$ cat config.mk
export PLATFORM = sky130hd
export DESIGN_NAME = uart_rx_core
export DESIGN_NICKNAME = d
export VERILOG_FILES = /design/src/rtl/uart_rx_core.sv
export SDC_FILE = /design/constraint.sdc
export NUM_CORES = 1
export LEC_CHECK = 0
export CORE_MARGIN = 2
export CORE_UTILIZATION = 30
export CTS_BUF_LIST = sky130_fd_sc_hd__clkbuf_16
export CTS_CLUSTER_SIZE = 8
export DETAILED_ROUTE_END_ITERATION = 7
export PLACE_DENSITY = 0.55
export SLEW_MARGIN = 20
export SYNTH_ARGS = -nofsm -noshare
export SYNTH_HDL_FRONTEND = slang
export SYNTH_SLANG_ARGS = --single-unit
$ cat constraint.sdc
create_clock -name clk -period 2.95 [get_ports clk]
set_clock_uncertainty 0.2 [all_clocks]
set_input_delay 0.7375 -clock clk [delete_from_list [all_inputs] [get_ports clk]]
set_output_delay 0.7375 -clock clk [all_outputs]
set_load 0.01 [all_outputs]
$ cat src/rtl/uart_rx_core.sv
// UART serial receiver with 2-flop input synchronizer and one-word holding register.
// Optional UART_RX_MAJORITY_EN: 2-of-3 majority vote around each mid-bit sample.
module uart_rx_core #(
   parameter int C_CLK_FRQ         = 100000000,
   parameter int C_UART_RATE       = 1000000,
   parameter int C_UART_DATA_WIDTH = 8,
   parameter int C_UART_PARITY     = 0,
   parameter int C_UART_STOP       = 1
) (
   input  logic                         clk,
   input  logic                         rst,
   input  logic                         rx,
   output logic [C_UART_DATA_WIDTH-1:0] data,
   output logic                         valid,
   input  logic                         ready,
   output logic                         busy,
   output logic                         frm_err,
   output logic                         par_err,
   output logic                         ovr
);

   localparam int C_DIV = (C_CLK_FRQ + C_UART_RATE / 2) / C_UART_RATE;
   localparam int CW    = $clog2(C_DIV);
   localparam int BW    = $clog2(C_UART_DATA_WIDTH + 1);
   localparam int W     = C_UART_DATA_WIDTH;

`ifdef UART_RX_MAJORITY_EN
   // Vote completes one clk after mid-bit; later bits inherit the shift.
   localparam int START_PT = C_DIV / 2;
`else
   localparam int START_PT = C_DIV / 2 - 1;
`endif

   localparam logic [CW-1:0] START_LAST = CW'(START_PT);
   localparam logic [CW-1:0] BIT_LAST   = CW'(C_DIV - 1);
   localparam logic [BW-1:0] DATA_LAST  = BW'(W - 1);
   localparam logic          STOP_LAST  = 1'(C_UART_STOP - 1);

   typedef enum logic [2:0] {
      S_IDLE,
      S_START,
      S_DATA,
      S_PARITY,
      S_STOP,
      S_WAIT_HIGH
   } state_t;

   logic [1:0]    sync_q;
   logic          prev_q;
   logic          rx_s;
   logic          smp;
   logic          fall;

   state_t        state_q, state_d;
   logic [CW-1:0] cnt_q, cnt_d;
   logic [BW-1:0] bit_q, bit_d;
   logic          stp_q, stp_d;
   logic [W-1:0]  word_q, word_d;
   logic          perr_q, perr_d;

   logic [W-1:0]  data_q;
   logic          valid_q;
   logic          frm_q, frm_d;
   logic          par_q, par_d;
   logic          ovr_q;
   logic          commit;

   assign rx_s = sync_q[1];
   assign fall = ~rx_s & prev_q;

`ifdef UART_RX_MAJORITY_EN
   logic prev2_q;

   // Second history flop feeding the 2-of-3 vote.
   always_ff @(posedge clk) begin
      if (rst) prev2_q <= 1'b1;
      else     prev2_q <= prev_q;
   end

   assign smp = (rx_s & prev_q) | (rx_s & prev2_q) | (prev_q & prev2_q);
`else
   assign smp = rx_s;
`endif

   // Metastability synchronizer plus one history flop for edge detection.
   always_ff @(posedge clk) begin
      if (rst) begin
         sync_q <= 2'b11;
         prev_q <= 1'b1;
      end else begin
         sync_q <= {sync_q[0], rx};
         prev_q <= rx_s;
      end
   end

   // Frame FSM and bit-timing state registers.
   always_ff @(posedge clk) begin
      if (rst) begin
         state_q <= S_IDLE;
         cnt_q   <= '0;
         bit_q   <= '0;
         stp_q   <= 1'b0;
         word_q  <= '0;
         perr_q  <= 1'b0;
      end else begin
         state_q <= state_d;
         cnt_q   <= cnt_d;
         bit_q   <= bit_d;
         stp_q   <= stp_d;
         word_q  <= word_d;
         perr_q  <= perr_d;
      end
   end

   // Next-state: walk the frame, sampling at each bit's centre.
   always_comb begin
      state_d = state_q;
      cnt_d   = cnt_q;
      bit_d   = bit_q;
      stp_d   = stp_q;
      word_d  = word_q;
      perr_d  = perr_q;
      frm_d   = 1'b0;
      par_d   = 1'b0;
      commit  = 1'b0;
      unique case (state_q)
         S_IDLE: begin
            if (fall) begin
               state_d = S_START;
               cnt_d   = '0;
            end
         end
         S_START: begin
            if (cnt_q == START_LAST) begin
               cnt_d = '0;
               if (smp) begin
                  state_d = S_IDLE;
               end else begin
                  state_d = S_DATA;
                  bit_d   = '0;
                  perr_d  = 1'b0;
               end
            end else begin
               cnt_d = cnt_q + CW'(1);
            end
         end
         S_DATA: begin
            if (cnt_q == BIT_LAST) begin
               cnt_d  = '0;
               word_d = {smp, word_q[W-1:1]};
               if (bit_q == DATA_LAST) begin
                  state_d = (C_UART_PARITY != 0) ? S_PARITY : S_STOP;
                  stp_d   = 1'b0;
               end else begin
                  bit_d = bit_q + BW'(1);
               end
            end else begin
               cnt_d = cnt_q + CW'(1);
            end
         end
         S_PARITY: begin
            if (cnt_q == BIT_LAST) begin
               cnt_d   = '0;
               perr_d  = smp ^ (^word_q);
               state_d = S_STOP;
            end else begin
               cnt_d = cnt_q + CW'(1);
            end
         end
         S_STOP: begin
            if (cnt_q == BIT_LAST) begin
               cnt_d = '0;
               if (!smp) begin
                  frm_d   = 1'b1;
                  par_d   = perr_q;
                  state_d = S_WAIT_HIGH;
               end else if (stp_q == STOP_LAST) begin
                  par_d   = perr_q;
                  commit  = ~perr_q;
                  state_d = S_IDLE;
               end else begin
                  stp_d = ~stp_q;
               end
            end else begin
               cnt_d = cnt_q + CW'(1);
            end
         end
         S_WAIT_HIGH: begin
            if (rx_s) state_d = S_IDLE;
         end
         default: state_d = S_IDLE;
      endcase
   end

   // Holding register, handshake and error strobes.
   always_ff @(posedge clk) begin
      if (rst) begin
         data_q  <= '0;
         valid_q <= 1'b0;
         frm_q   <= 1'b0;
         par_q   <= 1'b0;
         ovr_q   <= 1'b0;
      end else begin
         frm_q <= frm_d;
         par_q <= par_d;
         ovr_q <= 1'b0;
         if (commit) begin
            data_q  <= word_q;
            valid_q <= 1'b1;
            ovr_q   <= valid_q & ~ready;
         end else if (valid_q && ready) begin
            valid_q <= 1'b0;
         end
      end
   end

   assign data    = data_q;
   assign valid   = valid_q;
   assign busy    = (state_q != S_IDLE);
   assign frm_err = frm_q;
   assign par_err = par_q;
   assign ovr     = ovr_q;

endmodule
## Yosys cells after proc, flatten, opt, wreduce, memory -nomap -nowiden

Index checks and enable logic that the tools add are counted.

- Input bits: 4
- Register bits: 39
- Logic and storage cells: 101
- Output and inout port bits: 13

- $add $sub $neg: 2
- Mux-type cells: 39
- Reduce and logical (&&, ||, !) cells: 18
- Bitwise logic cells: 10
- Eq/ne operators: 19

Operators by type and width:

| cell | count |
|---|---|
| 2-to-1 mux 3 bit | 9 |
| 2-to-1 mux 7 bit | 3 |
| one-hot mux 7 bit (3 select lines) | 1 |
| inequality test 2 bit, second input constant | 10 |
| one-hot mux 3 bit (6 select lines) | 1 |
| 2-to-1 mux 1 bit | 17 |
| 2-to-1 mux 4 bit | 4 |
| AND reduction 5 bit | 2 |
| one-hot mux 4 bit (2 select lines) | 1 |
| AND reduction 8 bit | 1 |
| nonzero test 2 bit | 4 |
| parity 8 bit | 1 |
| adder 7 x 1 -> 7 bit, second input constant | 1 |
| equality test 7 x 6 -> 1 bit, second input constant | 1 |
| equality test 7 bit, second input constant | 1 |
| NOT 1 bit | 7 |
| equality test 3 x 2 -> 1 bit, second input constant | 2 |
| equality test 3 bit, second input constant | 2 |
| nonzero test 3 bit | 2 |
| OR reduction 3 bit | 2 |
| adder 4 x 1 -> 4 bit, second input constant | 1 |
| equality test 4 x 3 -> 1 bit, second input constant | 1 |
| one-hot mux 1 bit (2 select lines) | 2 |
| AND reduction 2 bit | 2 |
| other kinds (9) | 10 |

## Depth between registers and ports, before layout

- Word-level depth: 7
- Depth in mapped cells: 8
- Gate-level depth less buffers: 7

## Worst setup path before layout

No wires, ideal clock.

- Path kind: flip-flop to flip-flop
- Start point: register cnt_q[5]
- End point: register data_q[0] (netlist: data[0])
- Buffers on the path: 2
- Library setup time: 0.128 ns
- Stages on the path, launching flop included: 8
- Required time: 2.622 ns
- Period minus slack after synthesis: 2.051 ns
- Path slack: 0.899 ns
- Data arrival time: 1.724 ns
- Cell sequence: dfxtp_1 > or3b_4 > or2_1 > buf_6 > nor4_4 > buf_6 > mux2i_1 > nor2_1

- Word-level cells in the longest chain between the ends: 3

RTL lines:

| element | RTL line | text |
|---|---|---|
| start, declared | 55 | `logic [CW-1:0] cnt_q, cnt_d;` |
| start signal, assigned | 107 | `cnt_q <= cnt_d;` |
| equality test 7 bit | 171 | `if (cnt_q == BIT_LAST) begin` |
| 2-to-1 mux 1 bit | 171 |  |
| 2-to-1 mux 1 bit | 126 | `unique case (state_q)` |
| end signal, assigned | 208 | `data_q <= word_q;` |
| end, declared | 61 | `logic [W-1:0] data_q;` |

No other way between the ends.
A chain may end at the register's enable or synchronous reset.

## Worst setup path in the final report

- Start point: register state_q[0]
- End point: output port busy

- Word-level cells in the longest chain between the ends: 1

RTL lines:

| element | RTL line | text |
|---|---|---|
| start, declared | 54 | `state_t state_q, state_d;` |
| start signal, assigned | 106 | `state_q <= state_d;` |
| nonzero test 3 bit | 219 | `assign busy = (state_q != S_IDLE);` |
| end, declared | 16 | `output logic busy,` |

No other way between the ends.

==> metrics.md <==
| Metric | Value |
|---|---|
| Int Power | 1.084 mW |
| Final setup viols | 0 |
| Post-synth EDFFs | 0 |
| H-tree depth | 2 |
| Fill count | 588 |
| Final hold viol count | 0 |
| Total number of vias | 1,375 |
| Hold path cells | 1 |
| CTS tree | yes |
| Status | finished, final reports clean |
| Number of global-route vias before repair | 1,270 |
| Switching share of power | 23.03% |
| Share of power burned in registers | 39.1% |
| DIE HEIGHT | 81.39 um |
| Mux cell area share after synthesis | 8.914% |
| TritonRoute pass-1 iters | 4 |
| Inserted Diodes | 0 |
| Layout cells sized above 1 | 10.80% |
| CP max-delay cell | clkdlybuf4s50_1 |
| Max FO, Critical Path | 10 |
| Synth Area in Compound Gates | 15.11% |
| Syn-to-layout area delta | 23.33% |
| Fmax | 394.2 MHz |
| Final period utilization | 85.98% |
| Crit Path Class | flop to primary output |
| Synthesized area | 1797 sq um |
| Post CTS Setup Buffer Count | 0 |
| Initial core utilization | 30.71% |
| GRT Total Usage | 11.21% |
| RePlAce Congestion | 0.7868 |
| Die Area | 6624 sq um |
| Rows | 28 |
| DRC viols | 0 |
| Simple-Gate Fraction of Synth Area | 22.70% |
| Initial antenna violation count | 0 |
| Cell variety after synth | 43 |
| Hold WC Path Type | flop to flop |
| CTS buffer count | 5 |
| Wirelength, routed | 3408 um |
| Reg clk slew, reported paths | 0.06 ns |
| Critical Path RT | 2.01 ns |
| Normalized max-slew margin | 56.67% |
| Drt via density | 4.774 |
| Min cycle time layout | 2.536 ns |
| Sw Pwr | 324.4 uW |
| Hold buffer count at cts | 0 |
| Syn Inst Count | 195 |
| Leak Pwr | 0.7383 nW |
| Clk_lat worst skew | 0.28 ns |
| Setup_tns | 0 ns |
| # resized after CTS | 0 |
| Avg Synthesized Cell Area | 9.214 sq um |
| Final nets | 220 |
| Post-Synth XOR/XNOR Area | 3.900% |
| DRC violation total after the first TritonRoute iteration | 44 |
| Clk pwr share | 48.5% |
| Slew @ Worst Pin | 0.6479 ns |
| Crit. End Element | primary output |
| Async set or reset register ratio after synthesis | 0% |
| Longest Clk Path Bufs | 2 |
| Cell family with most CP delay | buffers and inverters |
| Combinational share of power | 12.4% |
| Die X | 81.39 um |
| Critical path buffers and inverters | 1 |
| Reg2reg path depth | 6 |
| VDD IR-drop max | 346.1 uV |
| Most used DFF post-synth | dfxtp_1 |
| GRT overflow | 0 |
| Flop-to-flop setup slack | 0.69 ns |
| Placed cell count | 280 |
| Worst path cell trace | or3_1, clkdlybuf4s50_1 |
| Pin count of the biggest net entering global routing | 18 |
| Critical Path Stages | 2 |
| RSZ-0062 raised after global routing | no |
| Max incr delay on CP | 0.50 ns |
| Post-Synth Adder-Cell Area | 2.786% |
| Clock sink count | 38 |
| Clk root buf | clkbuf_16 |
| HPWL after detailed placement | 2363 um |
| Syn_nets | 203 |
| YS warnings | 0 |
| Routed Antenna Nets | 0 |
| Synthesis-stage register bit count | 38 |
| Sequential area share after synthesis | 42.34% |
| Core area | 5851 sq um |
| Pins Over Slew Limit | 0 |
| IO Pins | 17 |
| Pwr Density | 635.6 nW/um^2 |
| Main combinational cell family by area after synthesis | simple AND/OR/NAND/NOR gates |
| Port bufs | 16 |
| CP Launch Type | flop |
| Max-Cap Viols | 0 |
| Finished Layout Cells | 288 |
| Worst EP arrival | 1.60 ns |
| Detailed-route wire length per cell | 11.83 um |
| First-pass GRT wire length | 5768 um |
-- power by group through the flow --
stage	Clock, mW	Sequential [mW]	Combinational, mW
finish	0.683	0.550	0.175
global route	0.723	0.553	0.198
CTS	0.704	0.550	0.176
detailed placement	0	0.561	0.175
global placement	0	0.561	0.175
floorplan	0	0.547	0.141
-- per-stage QoR --
step / setup slack, ns / power, mW / hold slack (ns) / cell area, sq um / util (%)
CTS: 0.4013 / 1.430 / 0.2218 / 2216 / 37.87
floorplan: 0.8988 / 0.6880 / 0.1895 / 1797 / -
global route: 0.3604 / 1.474 / 0.2342 / 2216 / 37.87
detailed placement: 0.6362 / 0.7367 / 0.2041 / 2027 / 34.64
global placement: 0.6546 / 0.7363 / 0.2111 / 2027 / 34.64
finish: 0.4135 / 1.408 / 0.2142 / 2216 / 37.87
-- per-layer routing --
| layer | GRT usage [%] | wire, um | vias to the layer above |
|---|---|---|---|
| met2 | 17.13 | 1533 | 13 |
| li1 | - | - | 719 |
| met4 | 4.576 | 38 | 0 |
| met3 | 3.778 | 112 | 5 |
| met1 | 14.38 | 1724 | 638 |
| met5 | 0 | 0 | - |
-- worst reg2reg max path, stage by stage (launching register included) --
cell     delay (ns)
dfxtp_1        0.38
or3b_4         0.44
or2_1          0.39
nor4_4         0.25
buf_4          0.24
mux2i_1        0.21
nor2_1         0.05
-- Yosys cell counts (2+ instances only) --
master,instances,area share [%]
inv_1,4,0.84
xnor2_1,7,3.4
o21ai_1,2,0.56
nand2_1,14,2.9
o21ai_0,5,1.4
or2_2,4,1.4
ha_1,4,2.8
buf_6,2,1.3
a311oi_1,4,1.9
or3b_1,2,0.98
a21oi_1,17,4.7
nor3b_1,3,1.3
dfxtp_1,38,42
nor2b_1,2,0.70
nand3_1,7,1.9
nand2b_1,2,0.70
o21a_1,2,0.84
clkbuf_1,7,1.5
nor2_1,25,5.2
nand3b_1,6,2.5
mux2i_1,16,8.9
-- layout by cell type (no fill, tap or decap), types with 5 or more instances in the layout --
master	count
mux2i_1	16
nand3_1	7
o21ai_0	5
dfxtp_1	38
clkbuf_16	5
nand2_1	14
clkdlybuf4s50_1	16
nand3b_1	6
xnor2_1	7
buf_4	5
nor2_1	25
a21oi_1	17
-- flip-flops by register name, summed over array words and instances (netlist names) --
register / cells
bit_q: 4
cnt_q: 7
word_q: 8
state_q: 3
prev_q: 1
sync_q: 2
valid: 1
ovr: 1
par_err: 1
data: 8
perr_q: 1
frm_err: 1
-- worst paths after layout --
path / start / to
worst max-delay path: state_q[0] / busy
worst max register to register: cnt_q[5] / data[1]
worst min register to register: sync_q[0] / sync_q[1]
worst min-delay path: sync_q[0] / sync_q[1]
-- cell type report --
type | instances | area [sq um] | area share (%)
clock buffer | 5 | 125.1 | 5.647
clock inverter | 3 | 63.81 | 2.880
inverter | 4 | 15.01 | 0.6776
multi-input combinational | 142 | 959.7 | 43.31
sequential | 38 | 760.7 | 34.33
tap | 75 | 93.84 | 4.235
timing repair buffer | 21 | 197.7 | 8.922
-- logic make-up (layout without fill, tap and decap cells) --
group           after synthesis  after routing
simple gates                 75             75
flops                        38             38
fa+ha+maj                     4              4
xor+xnor                      8              8
compound gates               39             39
buf+inv                      15             33
mux                          16             16
(Power assumes the default switching activity.)
==> RTL change 1 (same flow settings) <==
`word_q` no longer has a reset.
--- a/src/rtl/uart_rx_core.sv
+++ b/src/rtl/uart_rx_core.sv
@@ -101,5 +101,4 @@
          bit_q   <= '0;
          stp_q   <= 1'b0;
-         word_q  <= '0;
          perr_q  <= 1'b0;
       end else begin
@@ -108,7 +107,10 @@
          bit_q   <= bit_d;
          stp_q   <= stp_d;
-         word_q  <= word_d;
          perr_q  <= perr_d;
       end
+   end
+
+   always_ff @(posedge clk) begin
+      word_q <= word_d;
    end
 
Check against the original RTL: same outputs for any inputs over 10 cycles, from zero or initial values and one cycle with rst high; that may be too few to reach the edited logic, so the function may still have changed.
==> RTL change 1 against the unedited design <==
Sequential cell count unchanged. Area after synthesis decreased by 1.3%. Hold slack got worse by 7.2 ps. Cell area decreased by 2.3%. Routed wire length increased by 0.38%. Count of clock-buffer cells in the layout unchanged. Power increased by 2.4%. Setup slack got worse by 62 ps. Largest power group is now sequential cells. Highest routed layer unchanged.
==> RTL change 1: results (changes against the unedited design) <==
* Run status: completed
* Footprint of the flip-flops and latches at 841 um^2 (+11%)
* Pre-CTS setup slack at 603 ps (-32.8 ps)
* Fraction of layout instances using a drive strength above 1 at 9.22% (-1.6 points)
* Count of different cell masters after synthesis at 47 (+9.3%)
* Synthesized netlist net count at 193 (-4.9%)
* Maximum fanout along the worst path at 15 (+5)
* Non-CTS buffers at 20 (-4.8%)
* Detailed-placement wirelength estimate at 2450 um (+3.8%)
* Global-route wire length before repair at 5800 um (+0.49%)
* # fillers at 605 (+2.9%)
* Remaining max-slew budget at the tightest pin at 66.1% (+9.4 points)
* Combinational share of power at 23.5% (+11 points)
* Tcrit/Tclk final at 88.1% (+2.1 points)
* ClkCell Share at 6.53% (-2.0 points)
* Switching portion of total power at 30.5% (+7.5 points)
* Critical R2R Capture: data[0]
* Crit Reg-Reg Startpoint: cnt_q[0]
* Overall global routing resource usage at 11.6% (+0.44 points)
* Layout non-clock buf frac at 8.79% (-0.14 points)
* Non-clock inverter count at 5 (+1)
* Hold worst-path end: sync_q[1]
* Endpoint arrival time on the critical path at 1660 ps (+60 ps)
* Initial DRC Count at 55 (+25%)
* Share of the final layout cell area in multi-input gates at 40.6% (-2.7 points)
* Cell depth of the worst flop-to-flop path at 6 (unchanged)
* Commonest cells in the synthesized netlist: 30 x dfxtp_1, 21 x nor2_1, 15 x a21oi_1
* Maximum vdd ir drop at 0.351 mV (+1.3%)
* WL final at 3420 um (+0.38%)
* Power Sequential at 0.593 mW (+7.8%)
* Largest net degree at the start of global routing at 16 (-2)
* EDFF count, synth at 8 (+8)
* Nets at 212 (-3.6%)
* Via count of the first global-routing pass at 1205 (-5.1%)
* LEAKAGE at 0.812 nW (+10%)
* Fraction of synthesized area in multiplexers at 6.28% (-2.6 points)
* Setup slack of the most critical reg-to-reg path at 620 ps (-70 ps)
* Quantity of gates resized following cts at 0 (unchanged)
* Routability Congestion at 0.726 (-7.8%)
* Syn Std Cell Area at 1770 um^2 (-1.3%)
[RTL change 1: through the flow]
stage / utilization [%] / cells / total power, mW / instance area (um^2) / hold WS (ps)
3_5_place_dp: 34.8 / 273 / 0.943 / 2020 / 197
6_report: 37.2 / 281 / 1.44 / 2160 / 207
2_1_floorplan: - / 186 / 0.851 / 1770 / 189
5_1_grt: 37.2 / 281 / 1.53 / 2160 / 223
3_3_place_gp: 34.8 / 273 / 0.941 / 2020 / 192
4_1_cts: 37.2 / 281 / 1.46 / 2160 / 211
[RTL change 1: metal layers]
| layer | vias up | routed length (um) | global-route usage [%] |
|---|---|---|---|
| li1 | 705 | - | - |
| met1 | 644 | 1680 | 15.8 |
| met2 | 27 | 1490 | 16.7 |
| met3 | 6 | 173 | 3.33 |
| met4 | 0 | 76 | 6.10 |
| met5 | - | 0 | 0 |
==> RTL change 2 (same settings) <==
Made on the original files. Set the parameter `C_UART_PARITY` to 1 (it was 0).
--- a/src/rtl/uart_rx_core.sv
+++ b/src/rtl/uart_rx_core.sv
@@ -5,5 +5,5 @@
    parameter int C_UART_RATE       = 1000000,
    parameter int C_UART_DATA_WIDTH = 8,
-   parameter int C_UART_PARITY     = 0,
+   parameter int C_UART_PARITY     = 1,
    parameter int C_UART_STOP       = 1
 ) (
Check against the original RTL: no difference found for any inputs over 10 cycles, from zero or initial values and one cycle with rst high; that may be too few to reach the edited logic, so the function may still have changed.
==> RTL change 2 against the unedited design <==
Setup slack got worse by 9.4 ps. Synthesized cell count fell by 1.0%. Count of clock-buffer cells in the layout did not move. Cell area fell by 1.3%. Routed wire length fell by 0.41%. Area after synthesis fell by 1.7%. Critical path depth rose by 1. Final cell count fell by 1.4%. Die area fell by 1.6%. Sequential cell count did not move.
Power is not compared: it rests on default switching activity, and its combinational part moved more than twofold at a synthesized area within 25%.
==> RTL change 2: results (changes against the unedited design) <==
* Non-CTS buffers at 19 (-9.5%)
* Adder-cell area share of the yosys netlist at 2.12% (-0.66 points)
* Commonest cells in the synthesized netlist: 38 x dfxtp_1, 31 x nor2_1, 18 x mux2i_1
* Share of the synthesized area in compound gates (AO/OA/AOI/OAI) at 14.0% (-1.2 points)
* Detailed-placement wirelength estimate at 2310 um (-2.4%)
* Maximum fanout along the worst path at 13 (+3)
* Layout non-clock buf frac at 8.35% (-0.57 points)
* Synthesized netlist net count at 200 (-1.5%)
* Routed length on met3 at 101 um (-9.8%)
* Average vias per placed instance at 4.83 (+1.1%)
* Share of the final layout cell area in multi-input gates at 42.7% (-0.63 points)
* Met1 capacity usage during global routing at 15.9% (+1.5 points)
* Cell type group with the largest total delay on the critical path: flip-flops
* Routed metal-1 wirelength at 1790 um (+3.7%)
* ClkCell Share at 8.87% (+0.34 points)
* WL final at 3390 um (-0.41%)
* Fraction of synthesized area in multiplexers at 10.2% (+1.3 points)
* Met2 Wirelength at 1470 um (-4.3%)
* Nets at 218 (-0.91%)
* Via count of the first global-routing pass at 1241 (-2.3%)
* Max stage delay on crit path at 560 ps (+60 ps)
* Xor and xnor area share after synthesis at 4.25% (+0.35 points)
* Overall global routing resource usage at 11.6% (+0.39 points)
* Routability Congestion at 0.738 (-6.2%)
* Non-clock inverter count at 7 (+3)
* Initial DRC Count at 65 (+48%)
* Run status: completed
* GR Util met2 at 17.4% (+0.29 points)
-- RTL change 2: cell types whose count changed after synthesis, moves of 3 or more --
cell and delta:
or3_2 +3, nand3b_1 -6, nor2_1 +6, a21oi_1 -5, nand2_1 -6, o21ai_0 +4
nor3b_1 -3, or4_1 +3, clkbuf_1 -3, inv_1 +3
-- RTL change 2: final timing paths --
| check | from | end | slack [ps] | cells past startpoint |
|---|---|---|---|---|
| worst min-delay path | sync_q[0] | sync_q[1] | 210 | 1 |
| worst min register to register | sync_q[0] | sync_q[1] | 210 | 1 |
| worst max-delay path | state_q[0] | busy | 400 | 3 |
| worst max register to register | cnt_q[1] | cnt_q[5] | 620 | 7 |
-- RTL change 2: per-stage QoR --
stage	power (mW)	util [%]	hold WS (ps)	instances	instance area [um^2]
6_report	1.26	39.0	212	284	2190
5_1_grt	1.31	39.0	243	284	2190
4_1_cts	1.28	39.0	213	284	2190
3_5_place_dp	0.585	35.5	199	276	1990
3_3_place_gp	0.585	35.5	195	276	1990
2_1_floorplan	0.570	-	189	193	1770
